[config.mk]
export PLATFORM = sky130hd
export DESIGN_NAME = ifetch
export DESIGN_NICKNAME = d
export VERILOG_FILES = /design/src/rtl/ifetch.sv
export SDC_FILE = /design/constraint.sdc
export NUM_CORES = 1
export LEC_CHECK = 0
export ABC_AREA = 1
export CAP_MARGIN = 15
export CORE_MARGIN = 2
export CORE_UTILIZATION = 45
export CTS_BUF_LIST = sky130_fd_sc_hd__clkbuf_16
export CTS_CLUSTER_SIZE = 12
export DETAILED_ROUTE_END_ITERATION = 7
export GPL_TIMING_DRIVEN = 0
export PLACE_DENSITY = 0.75
export SLEW_MARGIN = 20
export SYNTH_ARGS = -nofsm -noshare
export SYNTH_HDL_FRONTEND = slang
export SYNTH_SLANG_ARGS = --single-unit
[constraint.sdc]
create_clock -name clk_i -period 5.85 [get_ports clk_i]
set_clock_uncertainty 0.2 [all_clocks]
set_input_delay 1.755 -clock clk_i [delete_from_list [all_inputs] [get_ports clk_i]]
set_output_delay 1.755 -clock clk_i [all_outputs]
set_load 0.05 [all_outputs]
[src/rtl/ifetch.sv]
// ifetch: Wishbone instruction fetch unit with a small PC-tagged instruction
// buffer feeding decode over a valid/ready handshake.
// Optional feature: define IFETCH_TIMEOUT_EN to build a bus watchdog that
// turns a request left unanswered for TIMEOUT cycles into a fault entry.
module ifetch #(
  parameter int                   ADR_WIDTH = 16,
  parameter int                   DAT_WIDTH = 64,
  parameter logic [ADR_WIDTH-1:0] RESET_PC  = 16'h0000,
  parameter int                   DEPTH     = 2,
  parameter int                   TIMEOUT   = 255
) (
  input  logic                 clk_i,
  input  logic                 rst_i,
  output logic [ADR_WIDTH-1:0] ifu_adr_o,
  input  logic [DAT_WIDTH-1:0] ifu_dat_i,
  output logic [DAT_WIDTH-1:0] ifu_dat_o,
  output logic                 ifu_we_o,
  output logic                 ifu_cyc_o,
  output logic                 ifu_stb_o,
  input  logic                 ifu_ack_i,
  input  logic                 ifu_err_i,
  input  logic                 redirect_i,
  input  logic [ADR_WIDTH-1:0] redirect_pc_i,
  output logic                 valid_o,
  input  logic                 ready_i,
  output logic [DAT_WIDTH-1:0] instr_o,
  output logic [ADR_WIDTH-1:0] pc_o,
  output logic                 fault_o
);

  localparam int CW = $clog2(DEPTH) + 1;

  typedef enum logic [1:0] {S_IDLE, S_REQ, S_GAP} state_t;

  typedef struct packed {
    logic                 fault;
    logic [ADR_WIDTH-1:0] pc;
    logic [DAT_WIDTH-1:0] instr;
  } entry_t;

  state_t               state_reg, state_next;
  logic [ADR_WIDTH-1:0] fetch_pc_reg, fetch_pc_next;
  logic [ADR_WIDTH-1:0] adr_reg, adr_next;
  logic                 halted_reg, halted_next;
  logic                 stale_reg, stale_next;
  logic [CW-1:0]        count_reg, count_next;
  logic [CW-1:0]        wr_idx;
  entry_t               entry_reg [DEPTH];
  entry_t               push_entry;

  logic timeout_hit;
  logic bus_done;
  logic bus_fault;
  logic push;
  logic pop;

`ifdef IFETCH_TIMEOUT_EN
  localparam int TW = ($clog2(TIMEOUT + 1) > 8) ? $clog2(TIMEOUT + 1) : 8;
  logic [TW-1:0] to_cnt_reg;

  // Cycles spent in the current REQ; restarts from 0 on every new request
  always_ff @(posedge clk_i) begin
    if (!rst_i || state_reg != S_REQ) to_cnt_reg <= '0;
    else                              to_cnt_reg <= to_cnt_reg + TW'(1);
  end

  // Fires on the TIMEOUT-th strobe cycle, so strobe is high for TIMEOUT cycles
  assign timeout_hit = (state_reg == S_REQ) && (to_cnt_reg == TW'(TIMEOUT - 1))
                       && !ifu_ack_i && !ifu_err_i;
`else
  assign timeout_hit = 1'b0;
`endif

  // A request ends on ack, err or watchdog; err/watchdog produce a fault entry.
  // Responses to a request overtaken by a redirect are dropped.
  assign bus_done  = (state_reg == S_REQ) && (ifu_ack_i || ifu_err_i || timeout_hit);
  assign bus_fault = ifu_err_i || timeout_hit;
  assign push      = bus_done && !stale_reg && !redirect_i;
  assign pop       = valid_o && ready_i && !redirect_i;
  assign wr_idx    = pop ? count_reg - CW'(1) : count_reg;

  // Entry built from the completing bus response
  always_comb begin
    push_entry.fault = bus_fault;
    push_entry.pc    = adr_reg;
    push_entry.instr = bus_fault ? '0 : ifu_dat_i;
  end

  // Bus FSM: next state, fetch PC, halt and stale tracking
  always_comb begin
    state_next    = state_reg;
    fetch_pc_next = fetch_pc_reg;
    adr_next      = adr_reg;
    halted_next   = halted_reg;
    stale_next    = stale_reg;
    case (state_reg)
      S_IDLE: begin
        // Nothing is in flight while idle, so occupancy alone gates a fetch
        if (!redirect_i && !halted_reg && count_reg < CW'(DEPTH)) begin
          state_next = S_REQ;
          adr_next   = fetch_pc_reg;
        end
      end
      S_REQ: begin
        if (bus_done) begin
          state_next = S_GAP;
          stale_next = 1'b0;
          if (push) begin
            if (bus_fault) halted_next   = 1'b1;
            else           fetch_pc_next = fetch_pc_reg + ADR_WIDTH'(8);
          end
        end else if (redirect_i) begin
          // Keep strobe up so the slave finishes cleanly; drop the reply later
          stale_next = 1'b1;
        end
      end
      S_GAP:   state_next = S_IDLE;
      default: state_next = S_IDLE;
    endcase
    if (redirect_i) begin
      fetch_pc_next = redirect_pc_i & ~ADR_WIDTH'(7);
      halted_next   = 1'b0;
    end
  end

  // Buffer occupancy; a redirect empties the buffer
  always_comb begin
    count_next = count_reg;
    if (redirect_i)          count_next = '0;
    else if (push && !pop)   count_next = count_reg + CW'(1);
    else if (pop && !push)   count_next = count_reg - CW'(1);
  end

  // Control registers
  always_ff @(posedge clk_i) begin
    if (!rst_i) begin
      state_reg    <= S_IDLE;
      fetch_pc_reg <= RESET_PC;
      adr_reg      <= RESET_PC;
      halted_reg   <= 1'b0;
      stale_reg    <= 1'b0;
      count_reg    <= '0;
    end else begin
      state_reg    <= state_next;
      fetch_pc_reg <= fetch_pc_next;
      adr_reg      <= adr_next;
      halted_reg   <= halted_next;
      stale_reg    <= stale_next;
      count_reg    <= count_next;
    end
  end

  // Shift-register buffer: entry 0 is always the head, so the outputs come
  // straight from registers. A pop shifts down; a push lands just above the
  // surviving entries.
  for (genvar gi = 0; gi < DEPTH; gi++) begin : g_entry
    entry_t shifted;
    entry_t entry_next;

    if (gi < DEPTH - 1) begin : g_shift
      assign shifted = entry_reg[gi+1];
    end else begin : g_last
      assign shifted = entry_reg[gi];
    end

    // Select new contents of this slot
    always_comb begin
      entry_next = entry_reg[gi];
      if (push && wr_idx == CW'(gi)) entry_next = push_entry;
      else if (pop)                  entry_next = shifted;
    end

    // Slot storage
    always_ff @(posedge clk_i) begin
      if (!rst_i) entry_reg[gi] <= '0;
      else        entry_reg[gi] <= entry_next;
    end
  end

  assign ifu_stb_o = (state_reg == S_REQ);
  assign ifu_cyc_o = ifu_stb_o;
  assign ifu_adr_o = adr_reg;
  assign ifu_dat_o = '0;
  assign ifu_we_o  = 1'b0;

  assign valid_o = (count_reg != '0);
  assign instr_o = entry_reg[0].instr;
  assign pc_o    = entry_reg[0].pc;
  assign fault_o = entry_reg[0].fault;

endmodule

Yosys cells after proc, flatten, opt, wreduce, memory -nomap -nowiden --
Memory sizes are Yosys's and may differ from the RTL's. Cells that the tools add are included.
Storage, ports and cells: output and inout bits 165, flip-flop bits (word level) 38, memories kept 1, bits in writable memories 162, word-level logic and storage cells 73
Operators by class: $lt $le $gt $ge 1, equality and inequality tests 5, multiplexer cells 21, add/sub/neg operators 3, bitwise gates (word level) 4, reduce and logical (&&, ||, !) cells 31
Memory list:
- entry_reg | words 2, bits a word 81, rd ports 2, clocked after Yosys merged registers in 0, write ports 2, RTL line 48 | entry_t entry_reg [DEPTH];
Operator list (count):
- $mux W81 | 5
- $mux W16 | 5
- $mux W64 | 1
- $add A16 B4 Y16 const B | 1
- $reduce_and A4 Y1 | 3
- $logic_and A1 B1 Y1 | 11
- $mux W2 | 5
- $reduce_bool A2 Y1 | 5
- $reduce_and A2 Y1 | 3
- $logic_not A1 Y1 | 5
- $eq A2 B1 Y1 const B | 2
- $logic_not A2 Y1 | 2
- $mux W1 | 4
- $ne A2 B1 Y1 const B | 2
- $pmux W2 S2 | 1
- $add A2 B1 Y2 const B | 1
- $lt A2 B2 Y1 const B | 1
- $ne A2 B2 Y1 const B | 1
- $not A1 Y1 | 2
- $or A1 B1 Y1 | 2
- $reduce_or A2 Y1 | 1
- $sub A2 B1 Y2 const B | 1
- $logic_or A1 B1 Y1 | 1

Longest topological paths before layout --
depth in word-level cells 8, depth in mapped cells 14

Worst setup path before layout --
OpenSTA, ideal clock, no wires.
path type input -> register, start point input port redirect_i, end point memory entry_reg[0][74] in the netlist's numbering, cell stages on the path 11, data required time 5.522 ns, slack 2.591 ns, data arrival time 2.931 ns, buffers on the path 3, path through inv_2 nand3_2 buf_4 a21oi_1 nand3_2 buf_2 buf_2 nand2_1 nand2_1 nor2_1 nor2_1
RTL lines:
- start: declaration | RTL line 22 | input logic redirect_i,
- end: declaration | RTL line 48

==> flow_results.org <==
** Global routing
- Global-route wire length before repair :: 42.3 mm
- Global Route Usage Sum :: 0.233
- Number of antenna violations at the first check in global routing :: 1
- After global routing the overflow that remains totals 0.
- The number of global-route vias before repair came to 8846.
- Entering global routing, the biggest net connects 17 pins.

** Place
- Gp weighted congestion :: 0.882
- Post-DP HPWL :: 19.3 mm
- In this run the tool buffered the top-level ports with 174 buffer cells.
- Post-Place Worst Slack :: 1.39 ns
- Dpl cells :: 2061

** Worst setup path
- In this run the critical register-to-register path is captured at entry_reg[0][70]$_SDFFE_PN0P_.
- Nature of the critical path startpoint :: input port
- Data arrival time at the worst-slack endpoint :: 4.13 ns
- Of all nets on the critical path, the largest fanout is 10.
- Critical path class :: input port to register
- For the worst flop-to-flop path, the logic depth is 12.
- Source of the worst register-to-register timing path :: count_reg[0]$_SDFFE_PP0P_
- The worst setup path is captured at a register.
- Across all register-to-register paths, the minimum setup slack is 3.05 ns.
- Required time at the endpoint of the critical path :: 5.96 ns

** Floorplan
- Core Area :: 0.0212 sq mm
- Number of top-level design ports :: 251
- The floorplan has 53 rows.
- Starting utilization of the core area :: 0.461
- The die covers 0.0228 sq mm.
- Die width :: 151 um
- Floorplan die height :: 151 um

** Final layout
- Area grow syn2layout :: 30.0%
- The register with the most flip-flops in the layout has 156 of them.
- Antenna diodes :: 0
- Number of standard cells in the final layout excluding fillers :: 2093
- Final-stage net count :: 1894
- FF/Latch Area :: 0.00376 sq mm
- Of the cells placed in the final design, the portion with a size suffix greater than 1 is 0.0908.
- Number of fillers in the final layout :: 2009
- Area occupied by multi-input gates :: 0.00424 sq mm

** Detailed routing
- Using the TritonRoute via totals, the vias-per-cell ratio works out to 4.67.
- The first routing iteration left 709 violations.
- Detailed routing inserted a total of 9766 vias.
- Detailed-route wire length per cell :: 12.6 um
- The first detailed-routing pass took 5 iterations.
- Once detail routing completed, the nets flagged for antenna violations numbered 0.
- For this run, design rule violations remaining after detail routing come to 0.
- Total wire length after detailed routing :: 26.5 mm

** STA
- Counting I/O delays and the setup requirement, the final critical path takes 4.02 ns.
- The final hold violation count is 0.
- Minimum setup slack in the final design :: 1.83 ns
- Final Max Slew Viols :: 0
- Final setup violation count :: 0
- Worst slew slack as a fraction of its limit :: 0.546
- Portion of the clock cycle consumed by the worst path in the final layout :: 0.687
- Setup repair after global routing left no endpoint under its margin.
- Max Fclk :: 0.249 GHz
- Summed over all failing endpoints, the final setup total negative slack is 0 ns.
- Pin slew with the least headroom to its limit :: 0.682 ns

** Pwr
- The share of total power dissipated in combinational logic is 0.172.
- Of the total power, the clock network draws 0.384.
- For this design the static power due to leakage is 0.00554 uW.
- Switching Share :: 0.296
- Worst vdd rail ir drop :: 0.161 mV
- Sequential Power Share :: 0.444
- Power density relative to cell area :: 237 mW/mm^2
- For this design the total switching power over the nets is 891 uW.
- Internal power consumption :: 2110 uW

** Hold path
- Min-Delay Path Depth :: 2
- In this run the most critical hold path is launched from entry_reg[1][70]$_SDFFE_PN0P_.
- Endpoint, Worst Hold :: entry_reg[1][70]$_SDFFE_PN0P_
- The min-delay analysis places its worst path in the category register to register.

** Synthesis
- Warning count from the yosys run :: 0
- Counting flops and latches in the post-synthesis netlist gives 188.
- The share of the Yosys chip area taken by registers is 0.386.
- The synthesized netlist occupies a cell area of 0.00974 sq mm.
- Number of instances in the synthesized netlist :: 1542
- Unique cell type count in the Yosys netlist :: 28
- A synthesized cell averages 6.32 sq um.

** Clock network
- CTS saw 188 sinks.
- Buffers inserted to repair hold after CTS numbered 0.
- Buffers added to address setup during post-CTS repair amount to 0.
- Once the clock tree was built, the resizer swapped 0 gates to a different size.
- Clock buffers created by TritonCTS :: 17
- H-tree depth :: 4
- TritonCTS clock tree :: built
- Clock-pin slew was measured on the worst setup and hold paths at 0.07 ns.
- Clock insertion delay at the later pin of the skew report :: 0.44 ns
- The tree is rooted in a sky130_fd_sc_hd__clkbuf_16.
- The clock passes through at most 2 buffers.

** Status
- Result of the run :: finished, final reports clean

** Flow run
- Maximum capacitance violations :: 0
-- power groups by stage --
| stage | logic, uW | clock network (uW) | registers (uW) |
|---|---|---|---|
| CTS | 516 | 1160 | 1330 |
| detailed placement | 514 | 0 | 1360 |
| floorplan | 338 | 0 | 1390 |
| global route | 558 | 1220 | 1340 |
| global placement | 510 | 0 | 1360 |
| finish | 518 | 1150 | 1330 |
-- logic make-up after synthesis --
family	share of synthesized area
simple gates	0.286
buf+inv	0.205
compound gates	0.110
flops	0.386
xor+xnor	0.00809
fa+ha+maj	0.00385
other cells	0.000385
-- synth_stat cells --
master / number / area (sq um)
sky130_fd_sc_hd__nand2_2: 1 / 6.26
sky130_fd_sc_hd__inv_2: 3 / 11.3
sky130_fd_sc_hd__nand3_1: 89 / 445
sky130_fd_sc_hd__a211oi_1: 4 / 30.0
sky130_fd_sc_hd__o21ai_1: 62 / 310
sky130_fd_sc_hd__xor2_1: 6 / 52.6
sky130_fd_sc_hd__nor2_2: 3 / 18.8
sky130_fd_sc_hd__nor2_1: 400 / 1500
sky130_fd_sc_hd__buf_4: 89 / 668
sky130_fd_sc_hd__dfxtp_1: 188 / 3760
sky130_fd_sc_hd__nand2_1: 200 / 751
sky130_fd_sc_hd__nor2_4: 1 / 11.3
sky130_fd_sc_hd__clkinv_1: 1 / 3.75
sky130_fd_sc_hd__nand3_2: 2 / 20.0
sky130_fd_sc_hd__nand4_1: 3 / 18.8
sky130_fd_sc_hd__clkbuf_4: 2 / 15.0
sky130_fd_sc_hd__o21bai_1: 2 / 15.0
sky130_fd_sc_hd__buf_2: 34 / 170
sky130_fd_sc_hd__conb_1: 1 / 3.75
sky130_fd_sc_hd__inv_1: 250 / 938
sky130_fd_sc_hd__o21ai_0: 38 / 190
sky130_fd_sc_hd__ha_1: 3 / 37.5
sky130_fd_sc_hd__nor3_1: 2 / 10.0
sky130_fd_sc_hd__a31oi_1: 4 / 25.0
sky130_fd_sc_hd__buf_6: 1 / 11.3
sky130_fd_sc_hd__clkbuf_1: 49 / 184
sky130_fd_sc_hd__xnor2_1: 3 / 26.3
sky130_fd_sc_hd__a21oi_1: 101 / 505
-- critical path, cell delays in order --
cell and delay, ns:
sky130_fd_sc_hd__clkdlybuf4s50_1 0.54, sky130_fd_sc_hd__inv_2 0.11, sky130_fd_sc_hd__nand3_2 0.08, sky130_fd_sc_hd__nand2_1 0.05, sky130_fd_sc_hd__nand2_1 0.31, sky130_fd_sc_hd__nand3_2 0.33, sky130_fd_sc_hd__nand2_2 0.34, sky130_fd_sc_hd__buf_6 0.21
sky130_fd_sc_hd__clkbuf_4 0.21, sky130_fd_sc_hd__nor2_1 0.05, sky130_fd_sc_hd__nor2_1 0.08, sky130_fd_sc_hd__nor2_1 0.05
-- stage by stage --
step / utilization / total power, uW / cell area, sq um / hold WS, ns
6_report: 0.599 / 3010 / 12700 / 0.252
5_1_grt: 0.599 / 3110 / 12700 / 0.268
4_1_cts: 0.599 / 3010 / 12700 / 0.255
3_5_place_dp: 0.572 / 1880 / 12100 / 0.244
3_3_place_gp: 0.572 / 1870 / 12100 / 0.239
2_1_floorplan: - / 1720 / 10000 / 0.230
-- layout by cell type (no fill, tap or decap) --
cell type,n
sky130_fd_sc_hd__inv_6,3
sky130_fd_sc_hd__xnor2_1,3
sky130_fd_sc_hd__clkbuf_4,2
sky130_fd_sc_hd__buf_4,89
sky130_fd_sc_hd__nor2_2,3
sky130_fd_sc_hd__a211oi_1,4
sky130_fd_sc_hd__o21bai_1,2
sky130_fd_sc_hd__o21ai_1,62
sky130_fd_sc_hd__a31oi_1,4
sky130_fd_sc_hd__clkbuf_16,17
sky130_fd_sc_hd__clkinv_4,3
sky130_fd_sc_hd__clkinv_1,2
sky130_fd_sc_hd__inv_1,252
sky130_fd_sc_hd__clkinv_2,2
sky130_fd_sc_hd__xor2_1,6
sky130_fd_sc_hd__nand3_1,89
sky130_fd_sc_hd__a21oi_1,101
sky130_fd_sc_hd__nor2_4,1
sky130_fd_sc_hd__nand2_1,200
sky130_fd_sc_hd__clkbuf_1,49
sky130_fd_sc_hd__nand3_2,2
sky130_fd_sc_hd__nand2_2,1
sky130_fd_sc_hd__clkinvlp_4,2
sky130_fd_sc_hd__nor2_1,400
sky130_fd_sc_hd__nor3_1,2
sky130_fd_sc_hd__dfxtp_1,188
sky130_fd_sc_hd__conb_1,71
sky130_fd_sc_hd__inv_2,3
sky130_fd_sc_hd__ha_1,3
sky130_fd_sc_hd__buf_2,34
sky130_fd_sc_hd__nand4_1,3
sky130_fd_sc_hd__clkdlybuf4s50_1,174
sky130_fd_sc_hd__o21ai_0,38
sky130_fd_sc_hd__bufinv_16,2
sky130_fd_sc_hd__buf_6,1
-- final cells by class --
cell class              count  share of cell area
flip-flops and latches    188               0.297
clock inverters            15              0.0118
inverters                 254              0.0753
multi-input cells         995               0.335
plain buffers             175              0.0828
clock buffers              17              0.0336
repair buffers            174               0.137
well taps                 275              0.0272
-- worst max-delay path by stage --
| stage | endpoint | startpoint | slack, ns |
|---|---|---|---|
| floorplan | entry_reg[0][74]$_SDFFE_PN0P_ | redirect_i | 2.59 |
| finish | entry_reg[0][70]$_SDFFE_PN0P_ | redirect_i | 1.83 |
| detailed placement | entry_reg[0][79]$_SDFFE_PN0P_ | redirect_i | 1.39 |
| global route | entry_reg[0][58]$_SDFFE_PN0P_ | redirect_i | 1.70 |
| CTS | valid_o | count_reg[0]$_SDFFE_PP0P_ | 1.83 |
| global placement | entry_reg[0][57]$_SDFFE_PN0P_ | redirect_i | 1.48 |
-- per-layer routing --
metal	routed length [um]	GRT usage
met3	1720	0.0395
met4	665	0.0855
met5	15	0
met2	12400	0.385
met1	11700	0.305
Note: power is estimated with default switching activity, not from simulation.
==> edit 1, RTL diff (config.mk and constraints unchanged) <==
Encoding of `state_t`: now one-hot (3 bits for 3 states).
--- a/src/rtl/ifetch.sv
+++ b/src/rtl/ifetch.sv
@@ -31,5 +31,5 @@
   localparam int CW = $clog2(DEPTH) + 1;
 
-  typedef enum logic [1:0] {S_IDLE, S_REQ, S_GAP} state_t;
+  typedef enum logic [2:0] {S_IDLE = 3'b001, S_REQ = 3'b010, S_GAP = 3'b100} state_t;
 
   typedef struct packed {
Formal check against the unedited RTL: no difference found for any inputs over 4 cycles, from zero or initial values and one cycle with rst_i low; so few cycles prove little.
==> edit 1 against the original RTL <==
  * Synthesized area is 2.7% higher
  * Final area increased by 2.2%
  * Routed wire length up 10%
  * Sequential cell count grew 1
  * Setup slack worse by 0.085 ns
  * Critical path type unchanged
  * Combinational power is 15% lower
  * Total power decreased by 1.5%
  * Sequential power hardly changed
==> edit 1: results (changes against the original RTL) <==
* DP Cell Count at 2114 (+2.6%)
* Post-synthesis sequential area ratio at 0.378 (-0.00809)
* Post-DP HPWL at 21100 µm (+9.1%)
* Pleak at 5.68 nW (+2.6%)
* Total global routing track utilization at 0.248 (+0.0158)
* Area taken by multi-input logic gates at 4510 µm² (+6.4%)
* Outcome: finished clean
* RePlAce Congestion at 0.888 (+0.71%)
* Critical path's top delay family: buffers and inverters
* P_sw at 0.802 mW (-10%)
* Cell count after synthesis at 1590 (+3.1%)
* Share of cells above drive strength 1 at 0.0831 (-0.00765)
* Vias at 10400 (+6.0%)
* R2r startpoint: count_reg[0]$_SDFFE_PP0P_
* Synth top area share at 0.378 (-0.00809)
* Nets at 1942 (+2.5%)
* Synth area leaders: dfxtp_1, nand3_1, nor2_1
* Worst VDD drop at 0.000212 V (+31%)
* Placed cell areas at 12400 µm² (+2.2%)
* Detailed Route WL at 29200 µm (+10%)
* Count of cell types in the netlist at 25 (-11%)
* Startpoint Class: input pin
* Non-Filler Instances at 2145 (+2.5%)
* Slew @ Worst Pin at 0.739 ns (+0.0573 ns)
* CP Data Arrival Time at 4.21 ns (+0.08 ns)
* Vias in the first global route at 9479 (+7.2%)
* Commonest cells in the netlist: nor2_1, nand2_1, nand3_1
* DP Worst Slack at 1.36 ns (-0.0288 ns)
* Worst hold start: entry_reg[1][8]$_SDFFE_PN0P_
* First-pass GRT wire length at 47700 µm (+13%)
* Initial antenna violation count at 0 (-1)
[edit 1: changes by cell type in the layout (fill, tap and decap cells not counted), sizes merged, moves of 4 or more]
| cell | delta |
|---|---|
| nand3 | +156 |
| buf | +8 |
| nand2 | +82 |
| nor2 | -105 |
| a21oi | -11 |
| o21ai | -76 |
| clkbuf | +4 |
| inv | -12 |
[edit 1: path summary, 6_finish.rpt]
| path | endpoint | slack [ns] | depth (start not counted) |
|---|---|---|---|
| min reg2reg | entry_reg[1][8]$_SDFFE_PN0P_ | 0.26 | 2 |
| max | entry_reg[1][45]$_SDFFE_PN0P_ | 1.74 | 11 |
| max reg2reg | entry_reg[1][45]$_SDFFE_PN0P_ | 2.99 | 12 |
| min | entry_reg[1][8]$_SDFFE_PN0P_ | 0.26 | 2 |
[edit 1: per-layer routing]
layer  GRT usage  share of wire  vias to the layer above
met5           0              0                        -
li1            -              -                     5235
met3      0.0547          0.078                       54
met2       0.396           0.46                      380
met4      0.0952          0.030                        0
met1       0.329           0.43                     4687
[edit 1: area by class of cell]
type	count	share of cell area
plain buffers	187	0.0828
clock buffers	17	0.0329
clock inverters	14	0.0127
inverters	240	0.0696
multi-input cells	1044	0.348
flip-flops and latches	189	0.292
well taps	280	0.0271
repair buffers	174	0.134
[edit 1: logic make-up after synthesis]
logic type / share of synthesized area
flip-flops: 0.378
AO/OA/AOI/OAI: 0.0626
other: 0.000375
buffers and inverters: 0.197
XOR/XNOR: 0.00875
adder cells (fa/ha/maj): 0.00375
AND/OR/NAND/NOR: 0.349
[edit 1: power groups by stage]
stage               Clock [mW]  Combinational [mW]  Sequential, mW
floorplan                    0               0.298            1.36
global placement             0               0.432            1.36
detailed placement           0               0.434            1.36
CTS                       1.20               0.436            1.33
global route              1.26               0.468            1.33
finish                    1.19               0.438            1.33
==> edit 2, RTL diff (same flow settings) <==
Without the edit above. Build with the macro `IFETCH_TIMEOUT_EN` defined.
--- a/src/rtl/ifetch.sv
+++ b/src/rtl/ifetch.sv
@@ -3,4 +3,6 @@
 // Optional feature: define IFETCH_TIMEOUT_EN to build a bus watchdog that
 // turns a request left unanswered for TIMEOUT cycles into a fault entry.
+`define IFETCH_TIMEOUT_EN
+
 module ifetch #(
   parameter int                   ADR_WIDTH = 16,
Check against the original RTL: same outputs for any inputs over 4 cycles, from zero or initial values and one cycle with rst_i low; that may be too few to reach the edited logic, so the function may still have changed.
==> edit 2 against the original RTL <==
  * Total power grew 11%
  * Routed wire length grew 6.0%
  * Combinational power grew 27%
  * Setup slack lost 0.10 ns
  * Synthesized area shrank 2.2%
  * Sequential cell count grew 8
  * Final area shrank 1.2%
  * Largest power group unchanged
==> edit 2: results (changes against the original RTL) <==
* Outcome: finished clean
* # port buffers at 175 (+0.57%)
* Signal inverters at 54 (-79%)
* Design area at 12500 µm² (-1.2%)
* Initial antenna violation count at 0 (-1)
* Vias at 9878 (+1.1%)
* Placed cell areas at 11900 µm² (-1.7%)
* Commonest cells in the netlist: nand2_1, dfxtp_1, nand3_1
* DP Cell Count at 1906 (-7.5%)
* Detailed Route WL at 28100 µm (+6.0%)
* Pleak at 5.34 nW (-3.7%)
* Clock group total power at 1.28 mW (+11%)
* Synth area leaders: dfxtp_1, nand2_1, nand3_1
* Post-synthesis sequential area ratio at 0.412 (+0.0256)
* Vias in the first global route at 8934 (+0.99%)
* Worst VDD drop at 0.000196 V (+22%)
* Multi-input gate share of total cell area at 0.363 (+0.0277)
* Worst hold start: to_cnt_reg[0]$_SDFF_PP0_
* Worst reg2reg setup slack at 2.90 ns (-0.15 ns)
* Worst hold endpoint: to_cnt_reg[0]$_SDFF_PP0_
* Clock buffers and inverters, area share at 0.0507 (+0.00533)
* Synth Area per Inst at 6.87 µm² (+8.8%)
* Slew @ Worst Pin at 0.845 ns (+0.163 ns)
* Total combinational power at 0.658 mW (+27%)
* CP Data Arrival Time at 4.23 ns (+0.10 ns)
* Max Freq at 243 MHz (-2.5%)
* #MultiIn Comb at 1018 (+2.3%)
* Hold_ws at 0.264 ns (+0.0122 ns)
* Reg area at 3920 µm² (+4.3%)
* Reg-to-reg endpoint: entry_reg[0][72]$_SDFFE_PN0P_
* Count of cell types in the netlist at 34 (+21%)
* RePlAce Congestion at 0.861 (-2.3%)
* Sequential power at 1.41 mW (+6%)
* Nets at 1741 (-8.1%)
* Post-DP HPWL at 20600 µm (+6.8%)
-- edit 2: cell count changes in the layout (fill, tap and decap cells not counted), moves of 8 or more --
cell      unedited run  this run
a21oi_1            101       152
o21ai_1             62        26
nand2_1            200       355
nor2_1             400       113
nand3_1             89       180
inv_1              252        50
dfxtp_1            188       196
buf_1                0        12
clkbuf_1            49        57
buf_2               34        24
o21ai_0             38        80
-- edit 2: layer usage --
layer,track usage,vias to the layer above,share of wire
met5,0,-,0
met4,0.103,0,0.035
met3,0.0436,67,0.079
met2,0.401,415,0.45
met1,0.324,4494,0.43
li1,-,4902,-
-- edit 2: logic make-up after synthesis --
| logic type | synth area share |
|---|---|
| other | 0.000394 |
| adder cells (fa/ha/maj) | 0.00657 |
| AO/OA/AOI/OAI | 0.144 |
| XOR/XNOR | 0.00643 |
| buffers and inverters | 0.139 |
| AND/OR/NAND/NOR | 0.291 |
| flip-flops | 0.412 |
